### config.mk
export PLATFORM = sky130hd
export DESIGN_NAME = mul_share_arbiter
export DESIGN_NICKNAME = d
export VERILOG_FILES = /design/src/rtl/mul_share_arbiter.sv
export SDC_FILE = /design/constraint.sdc
export NUM_CORES = 1
export LEC_CHECK = 0
export CAP_MARGIN = 40
export CELL_PAD_IN_SITES_DETAIL_PLACEMENT = 2
export CELL_PAD_IN_SITES_GLOBAL_PLACEMENT = 2
export CORE_MARGIN = 4
export CORE_UTILIZATION = 16
export DETAILED_ROUTE_END_ITERATION = 7
export PLACE_DENSITY = 0.8
export SLEW_MARGIN = 15
export SYNTH_ARGS = -nofsm -noshare
export SYNTH_HDL_FRONTEND = slang
export SYNTH_SLANG_ARGS = --single-unit
### constraint.sdc
create_clock -name clk -period 2.7 [get_ports clk]
set_clock_uncertainty 0.05 [all_clocks]
set_input_delay 0.27 -clock clk [delete_from_list [all_inputs] [get_ports clk]]
set_output_delay 0.27 -clock clk [all_outputs]
set_load 0.01 [all_outputs]
### src/rtl/mul_share_arbiter.sv
// Round-robin scheduler sharing one external pipelined multiplier between two
// requesters; a valid/owner tag pipe matched to the multiplier depth routes products back.
module mul_share_arbiter #(
  parameter int unsigned WIDTH = 16,
  parameter int unsigned LAT   = 3
) (
  input  logic                     clk,
  input  logic                     rst,
  input  logic                     req0,
  input  logic [WIDTH-1:0]         a0,
  input  logic [WIDTH-1:0]         b0,
  output logic                     gnt0,
  input  logic                     req1,
  input  logic [WIDTH-1:0]         a1,
  input  logic [WIDTH-1:0]         b1,
  output logic                     gnt1,
  output logic [WIDTH-1:0]         mul_a,
  output logic [WIDTH-1:0]         mul_b,
  input  logic [2*WIDTH-1:0]       mul_p,
  output logic                     rsp_valid0,
  output logic                     rsp_valid1,
  output logic [2*WIDTH-1:0]       rsp_data,
  output logic [$clog2(LAT+1)-1:0] inflight
);

  localparam int unsigned CW = $clog2(LAT+1);

  typedef enum logic {
    OWN0 = 1'b0,
    OWN1 = 1'b1
  } owner_e;

  owner_e           last_q, last_d;
  logic [LAT-1:0]   vld_q, vld_d;
  logic [LAT-1:0]   own_q, own_d;
  logic [WIDTH-1:0] mul_a_q, mul_a_d;
  logic [WIDTH-1:0] mul_b_q, mul_b_d;
  logic [CW-1:0]    inflight_q, inflight_d;
  logic             issue;
  logic             retire;

  // On contention the requester not granted most recently wins.
  always_comb begin
    gnt0 = 1'b0;
    gnt1 = 1'b0;
    if (!rst) begin
      if (req0 && (!req1 || last_q == OWN1)) begin
        gnt0 = 1'b1;
      end else if (req1) begin
        gnt1 = 1'b1;
      end
    end
  end

  always_comb begin
    issue      = gnt0 | gnt1;
    retire     = vld_q[LAT-1];
    last_d     = last_q;
    mul_a_d    = mul_a_q;
    mul_b_d    = mul_b_q;
    inflight_d = inflight_q;
    vld_d      = '0;
    own_d      = '0;

    if (gnt0) begin
      last_d  = OWN0;
      mul_a_d = a0;
      mul_b_d = b0;
    end else if (gnt1) begin
      last_d  = OWN1;
      mul_a_d = a1;
      mul_b_d = b1;
    end

    vld_d[0] = issue;
    own_d[0] = gnt1;
    for (int unsigned i = 1; i < LAT; i++) begin
      vld_d[i] = vld_q[i-1];
      own_d[i] = own_q[i-1];
    end

    if (issue && !retire) begin
      inflight_d = inflight_q + CW'(1);
    end else if (!issue && retire) begin
      inflight_d = inflight_q - CW'(1);
    end
  end

  always_ff @(posedge clk) begin
    if (rst) begin
      last_q     <= OWN1;
      vld_q      <= '0;
      own_q      <= '0;
      mul_a_q    <= '0;
      mul_b_q    <= '0;
      inflight_q <= '0;
    end else begin
      last_q     <= last_d;
      vld_q      <= vld_d;
      own_q      <= own_d;
      mul_a_q    <= mul_a_d;
      mul_b_q    <= mul_b_d;
      inflight_q <= inflight_d;
    end
  end

  // Strobes are masked during reset so tags from before reset never surface.
  assign rsp_valid0 = !rst && vld_q[LAT-1] && (own_q[LAT-1] == OWN0);
  assign rsp_valid1 = !rst && vld_q[LAT-1] && (own_q[LAT-1] == OWN1);
  assign rsp_data   = mul_p;
  assign mul_a      = mul_a_q;
  assign mul_b      = mul_b_q;
  assign inflight   = inflight_q;

endmodule

## Word-level counts from Yosys, hierarchy flattened

Cells that the tools add are included.

- Bits in registers: 41
- Output and inout port bits: 70
- Logic and storage cells: 36

- Add/subtract/negate cells: 2
- Mux-type cells: 13
- Bitwise logic cells: 2
- Reductions and logical operators: 13

Operator list:

| cell | number |
|---|---|
| 16-bit 2-to-1 mux | 4 |
| 1-bit 2-to-1 mux | 7 |
| 1-bit logical AND | 6 |
| 1-bit logical NOT | 4 |
| 2-bit 2-to-1 mux | 2 |
| 2-bit nonzero test | 2 |
| 2-bit by 1-bit adder with 2-bit output (second input constant) | 1 |
| 2-bit by 1-bit subtractor with 2-bit output (second input constant) | 1 |
| 1-bit logical OR | 1 |
| 1-bit inverter | 1 |
| 1-bit OR | 1 |

## Longest topological paths before layout

Gate-level depths: netlist (run 1).

- Depth after elaboration: 10
- Mapped depth: 10
- Depth with buffers taken out: 7

## Worst setup path before layout (run 1)

No wires, ideal clock.

- Kind: flip-flop to flip-flop
- From: reg last_q
- To: reg inflight_q[1], in the netlist inflight[1]
- Data arrival time: 1.885 ns
- Required time: 2.580 ns
- Setup slack: 0.696 ns
- Cell stages (with the launch flop): 10
- Period minus slack after synthesis: 2.004 ns
- Cells stage by stage: dfxtp_1 > nor2b_1 > clkbuf_2 > or3_1 > buf_4 > buf_6 > o21ai_0 > ha_1 > or3_1 > a21oi_1

- Word-level cells in the longest chain between the ends: 8
- Elaborated cells on any way between the ends: 12

RTL lines:

| item | line | text |
|---|---|---|
| from (decl) | 33 | `owner_e last_q, last_d;` |
| from (signal assigned) | 98 | `last_q <= last_d;` |
| 1-bit logical OR * | 47 | `if (req0 && (!req1 \|\| last_q == OWN1)) begin` |
| 1-bit logical AND * | 47 |  |
| 1-bit 2-to-1 mux | 47 |  |
| 1-bit 2-to-1 mux | 46 | `if (!rst) begin` |
| 1-bit OR * | 56 | `issue = gnt0 \| gnt1;` |
| net issue | 39 | `logic issue;` |
| 1-bit logical NOT | 84 | `end else if (!issue && retire) begin` |
| 1-bit logical AND | 84 |  |
| 2-bit nonzero test (no source line) | - |  |
| to (signal assigned) | 103 | `inflight_q <= inflight_d;` |
| to (decl) | 38 | `logic [CW-1:0] inflight_q, inflight_d;` |

Mark *: on every way through the listed nets, which the timed path passes. The rest lies on a longest branch.
A chain may end at the register's enable or synchronous reset.

## Worst setup path after layout (run 1)

- From: in req0
- To: out gnt0

- Word-level cells in the longest chain between the ends: 3

RTL lines:

| item | line | text |
|---|---|---|
| from (decl) | 9 | `input logic req0,` |
| 1-bit logical AND | 47 |  |
| 1-bit 2-to-1 mux | 47 |  |
| 1-bit 2-to-1 mux | 46 |  |
| to (decl) | 12 | `output logic gnt0,` |

No other way between the ends.

==> results.md, run 1 <==
- Worst hold stages: 1
- Worst path cell trace: clkdlybuf4s50_1 > inv_1 > or3_1 > inv_1 > clkdlybuf4s50_1
- Area grow syn2layout: 53.1%
- Synth area leaders: dfxtp_1, buf_4, o31ai_1
- Synthesis warning total: 0
- Leak pwr: 1.10 nW
- Design area: 0.00326 mm2
- Syn Inst Count: 260
- Area after DPL: 0.00309 mm2
- # IOs: 170
- CP Data Required Time: 2380 ps
- Die area: 0.0152 mm2
- Reg-to-reg slack, setup: 850 ps
- Pin count of the biggest net entering global routing: 36
- Grt met2 use: 21.5%
- Clock sinks: 41
- Actual slew at the worst max-slew pin: 474 ps
- RSZ-0062 raised after global routing: no
- CTS max path bufs: 2
- Die width: 123 um
- Hold_buf cts: 0
- Top post-synthesis cells by count: dfxtp_1, o21ai_0, buf_4
- Slowest stage delay, CP: 530 ps
- Grt ovf: 0
- GPL Wtd Cong: 0.673
- GR Util met1: 13.5%
- FF-to-FF path depth: 6
- TritonRoute pass-1 iters: 5
- Yosys top cell by area: dfxtp_1
- Post-DP HPWL: 6050 um
- Final min period: 2190 ps
- Die Span Y: 123 um
- Clock-pin slew on the worst setup and hold paths: 60 ps
- TritonCTS clock tree: yes
- WL final: 9050 um
- GRT Total Usage: 11.7%
- Synth Cell Area: 0.00213 mm2
- WL/cell: 18.4 um
- Fin Setup TNS: 0 ps
- Setup Fix Bufs, Post-CTS: 0
- Fraction of registers with async set/reset: 0%
- Crit end category: primary output
- Fmax achieved: 457 MHz
- Rel. slew slack: 68.4%
- First-pass GRT wire length: 14,000 um
- Tcrit/Tclk final: 81.0%
- Fin. Hold Viols: 0
- Synthesized Nets: 361
- Via Count: 2,267
- Outcome: completed
- Resized Gates After CTS: 0
- Slowest-stage cell, CP: clkdlybuf4s50_1
- Startpoint Class: input pin
- Worst Path Buf+Inv: 4
- Detail Route Antenna Nets: 0
- Post-synth EDFFs: 0
- Most used routing layer: met2
- Port bufs: 105
- Worst Hold Launch: own_q[1]
- # setup viols final: 0
- CP Max Fanout: 3
- Hold endpoint: own_q[2]
- H-Tree Depth: 2
- VDD IR max: 0.207 mV
- Post-synth top area share: 38.5%
- Fraction of layout cells with a size suffix above 1: 5.94%
- Netlist cell types: 23
- GRT met3 Usage: 2.79%
- Seq/Total Area, Yosys: 38.5%
- Worst Path Arrival: 1870 ps
- Yosys reg bits: 41
- Via density: 4.61
- Mean Syn Cell Area: 8.20 um2
- Core Rows: 41
- Most numerous cell in the Yosys netlist: dfxtp_1
- Max_cap viols: 0
- N_diodes: 0
- Fin. max-slew vios: 0
- Critical path class: in -> out
- Filler cell count in the final layout: 1,486
- Initial Util: 16.6%
- HP Class: reg -> reg
- Launching point of the worst reg2reg path: last_q
- Primary FF master, synth: dfxtp_1
- Clock root cell: clkbuf_16
- Final #Nets: 420
- Number of global-route vias before repair: 2,593
- DRT iter0 DRCs: 77
- Latest clock arrival within the worst-skew pair: 280 ps
- Initial antenna violation count: 0
- CTS Buf Count: 5
- RR Endpoint: inflight[1]
- DRC Markers: 0
- P per Cell Area: 546 mW/mm2
- Core area: 0.0128 mm2
- Family with the most delay on the worst path: buffers and inverters
## metal layers
metal	vias to the layer above	part of all wire, %
met5	-	0
met4	0	1.1
met3	15	5.4
met2	78	51
met1	1136	42
li1	1038	-
## worst max path at each step
| stage | start | end | slack [ps] | cells past startpoint |
|---|---|---|---|---|
| global placement | req1 | inflight[1] | 480 | 7 |
| global route | req1 | gnt0 | 470 | 5 |
| CTS | req0 | gnt0 | 500 | 5 |
| floorplan | last_q | inflight[1] | 700 | 9 |
| finish | req0 | gnt0 | 510 | 5 |
| detailed placement | req0 | inflight[1] | 420 | 7 |
## per-stage QoR
step / total power (W) / std cells / setup slack [ps] / hold WS, ps / util (%)
detailed placement: 0.00109 / 484 / 417 / 387 / 24.1
finish: 0.00178 / 492 / 514 / 394 / 25.5
global route: 0.00188 / 492 / 471 / 408 / 25.5
CTS: 0.00182 / 492 / 503 / 402 / 25.5
floorplan: 0.000893 / 260 / 696 / 364 / -
global placement: 0.00107 / 484 / 479 / 371 / 24.1
## state kept, by name, summed over array words and instances (netlist names)
register  count
inflight      2
last_q        1
mul_a        16
mul_b        16
own_q         3
vld_q         3
## area by class of cell
cell class	count	area (um2)	share of cell area (%)
inverter	4	15.0	0.460
clock buffer	6	139	4.25
sequential	41	821	25.1
timing repair buffer	114	1120	34.3
tap	172	215	6.59
multi-input combinational	153	918	28.1
clock inverter	2	37.5	1.15
## kinds of logic after synthesis
| family | share of synthesized area, % |
|---|---|
| buffers and inverters | 18.9 |
| adders and majority gates | 0.587 |
| AOI/OAI and AO/OA | 29.3 |
| DFF | 38.5 |
| and+or+nand+nor | 11.9 |
| xor gates and xnor gates | 0.822 |
## power by group
part / total (W) / switching [W] / internal (W)
Combinational: 0.000393 / 0.000183 / 0.000211
Sequential: 0.000677 / 0.0000258 / 0.000651
Clock: 0.000714 / 0.000252 / 0.000462
Total: 0.00178 / 0.000460 / 0.00132
## layout by cell type (no fill, tap or decap), types with 3 or more instances in the layout
| cell type | n |
|---|---|
| inv_1 | 3 |
| o31ai_1 | 32 |
| o21ai_0 | 36 |
| clkbuf_16 | 5 |
| nand3_1 | 32 |
| dfxtp_1 | 41 |
| buf_4 | 9 |
| a31oi_1 | 32 |
| nor2b_1 | 4 |
| clkdlybuf4s50_1 | 105 |
| nor2_1 | 4 |
No activity file was read; power rests on OpenSTA's default activity.
==> run 2, diff against run 1 <==
- clock period: 2.7 -> 2.25 ns (I/O delays scaled with it)
==> results.md, run 2 (synthesized netlist as in run 1, its figures left out) <==
- Commonest non-fill, non-tap cell in the layout: clkdlybuf4s50_1 (unchanged)
- H-Tree Depth: 2 (unchanged)
- TritonRoute pass-1 iters: 4 (was 5)
- Latest clock arrival within the worst-skew pair: 280 ps (about the same)
- First-pass GRT wire length: 14,100 um (was 14,000 um)
- FF-to-FF path depth: 6 (unchanged)
- Via density: 4.58 (was 4.61)
- Launching point of the worst reg2reg path: last_q (unchanged)
- Worst hold stages: 1 (unchanged)
- # setup viols final: 0 (unchanged)
- Actual slew at the worst max-slew pin: 457 ps (was 474 ps)
- Core area: 0.0128 mm2 (unchanged)
- Area after DPL: 0.00311 mm2 (was 0.00309 mm2)
- Clock sinks: 41 (unchanged)
- Tcrit/Tclk final: 93.0%
- Final #Nets: 423 (was 420)
- TritonCTS clock tree: yes (unchanged)
- RSZ-0062 raised after global routing: no (unchanged)
- Fin Setup TNS: 0 ps (unchanged)
- Filler cell count in the final layout: 1,488 (was 1,486)
- Initial Util: 16.6% (unchanged)
- Worst Hold Launch: own_q[0] (was own_q[1])
- Initial antenna violation count: 0 (unchanged)
- Rel. slew slack: 69.6% (was 68.4%)
- Area occupied by multi-input gates: 918 um2 (unchanged)
- Clock-pin slew on the worst setup and hold paths: 60 ps (about the same)
- WL/cell: 18.3 um (was 18.4 um)
- Fin. max-slew vios: 0 (unchanged)
- GRT Total Usage: 11.8% (was 11.7%)
- Critical path class: in -> out (unchanged)
- Fraction of layout cells with a size suffix above 1: 6.81% (was 5.94%)
- CP Data Required Time: 1980 ps (was 2380 ps)
- Reg-to-reg slack, setup: 420 ps (was 850 ps)
- Commonest cells after routing, fill and taps aside: clkdlybuf4s50_1, dfxtp_1, o21ai_0 (unchanged)
- HP Class: reg -> reg (unchanged)
- Die Span Y: 123 um (unchanged)
- Area grow syn2layout: 54.2% (was 53.1%)
- DRT iter0 DRCs: 84 (was 77)
- Via Count: 2,265 (was 2,267)
- Outcome: completed (unchanged)
- Die area: 0.0152 mm2 (unchanged)
- Final min period: 2090 ps
- CTS max path bufs: 2 (unchanged)
- Post-Layout Cell Count: 495 (was 492)
- Design area: 0.00329 mm2 (was 0.00326 mm2)
- Max_cap viols: 0 (unchanged)
- Clock root cell: clkbuf_16 (unchanged)
- Number of global-route vias before repair: 2,544 (was 2,593)
- Setup Fix Bufs, Post-CTS: 0 (unchanged)
- Hold endpoint: own_q[1] (was own_q[2])
- P per Cell Area: 653 mW/mm2 (was 546 mW/mm2)
- Placed Cells incl. Taps: 487 (was 484)
- FF+latch area: 821 um2 (unchanged)
- Hold_buf cts: 0 (unchanged)
- Die width: 123 um (unchanged)
- Post-DP HPWL: 6330 um (was 6050 um)
- GPL Wtd Cong: 0.735 (was 0.673)
- Grt ovf: 0 (unchanged)
- Fin. Hold Viols: 0 (unchanged)
- Core Rows: 41 (unchanged)
- CP Max Fanout: 3 (unchanged)
- DRC Markers: 0 (unchanged)
- Pin count of the biggest net entering global routing: 34 (was 36)
- Resized Gates After CTS: 0 (unchanged)
- N_diodes: 0 (unchanged)
- RR Endpoint: inflight[1] (unchanged)
- WL final: 9080 um (was 9050 um)
- Crit end category: primary output (unchanged)
- Fin util: 25.6% (was 25.5%)
- Fmax achieved: 478 MHz
- Total power: 0.00215 W (was 0.00178 W)
- Leak pwr: 1.11 nW (was 1.10 nW)
- Worst Path Arrival: 1820 ps (was 1870 ps)
- CTS Buf Count: 5 (unchanged)
- Startpoint Class: input pin (unchanged)
- Detail Route Antenna Nets: 0 (unchanged)
- Port bufs: 105 (unchanged)
- # IOs: 170 (unchanged)
- VDD IR max: 0.265 mV (was 0.207 mV)
-- run 2: layout make-up --
class	count	area share (%)
Clock inverter	2	1.14
Multi-Input combinational cell	153	27.9
Tap cell	172	6.55
Inverter	4	0.457
Sequential cell	41	25.0
Timing Repair Buffer	117	34.7
Clock buffer	6	4.23
-- run 2: metrics by stage --
stage	setup slack [ps]	hold WS [ps]
after CTS	136	400
final	158	393
after detailed placement	18.3	386
after global placement	71.7	368
after floorplan	246	337
after global routing	80.0	400
-- run 2: how the worst max path moves through the flow --
stage                     startpoint     endpoint  slack, ps
after floorplan               last_q  inflight[1]        250
after global placement          req1  inflight[1]         70
after detailed placement        req0  inflight[1]         20
after CTS                       req0         gnt0        140
after global routing            req0         gnt0         80
final                           req0         gnt0        160
-- run 2: report_power, final --
group	internal, W	switching (W)
Sequential	0.000781	0.0000307
Combinational	0.000257	0.000220
Clock	0.000554	0.000303
-- run 2: critical path, cell delays in order --
cell and delay [ps]:
clkdlybuf4s50_1 510, inv_1 80, or3_1 390, inv_1 80, clkdlybuf4s50_1 530
-- run 2: layer usage --
layer | global-route usage, % | routed length (um)
met5 | 0 | 0
met2 | 22.0 | 4620
met3 | 2.84 | 510
met1 | 13.6 | 3900
met4 | 2.77 | 55
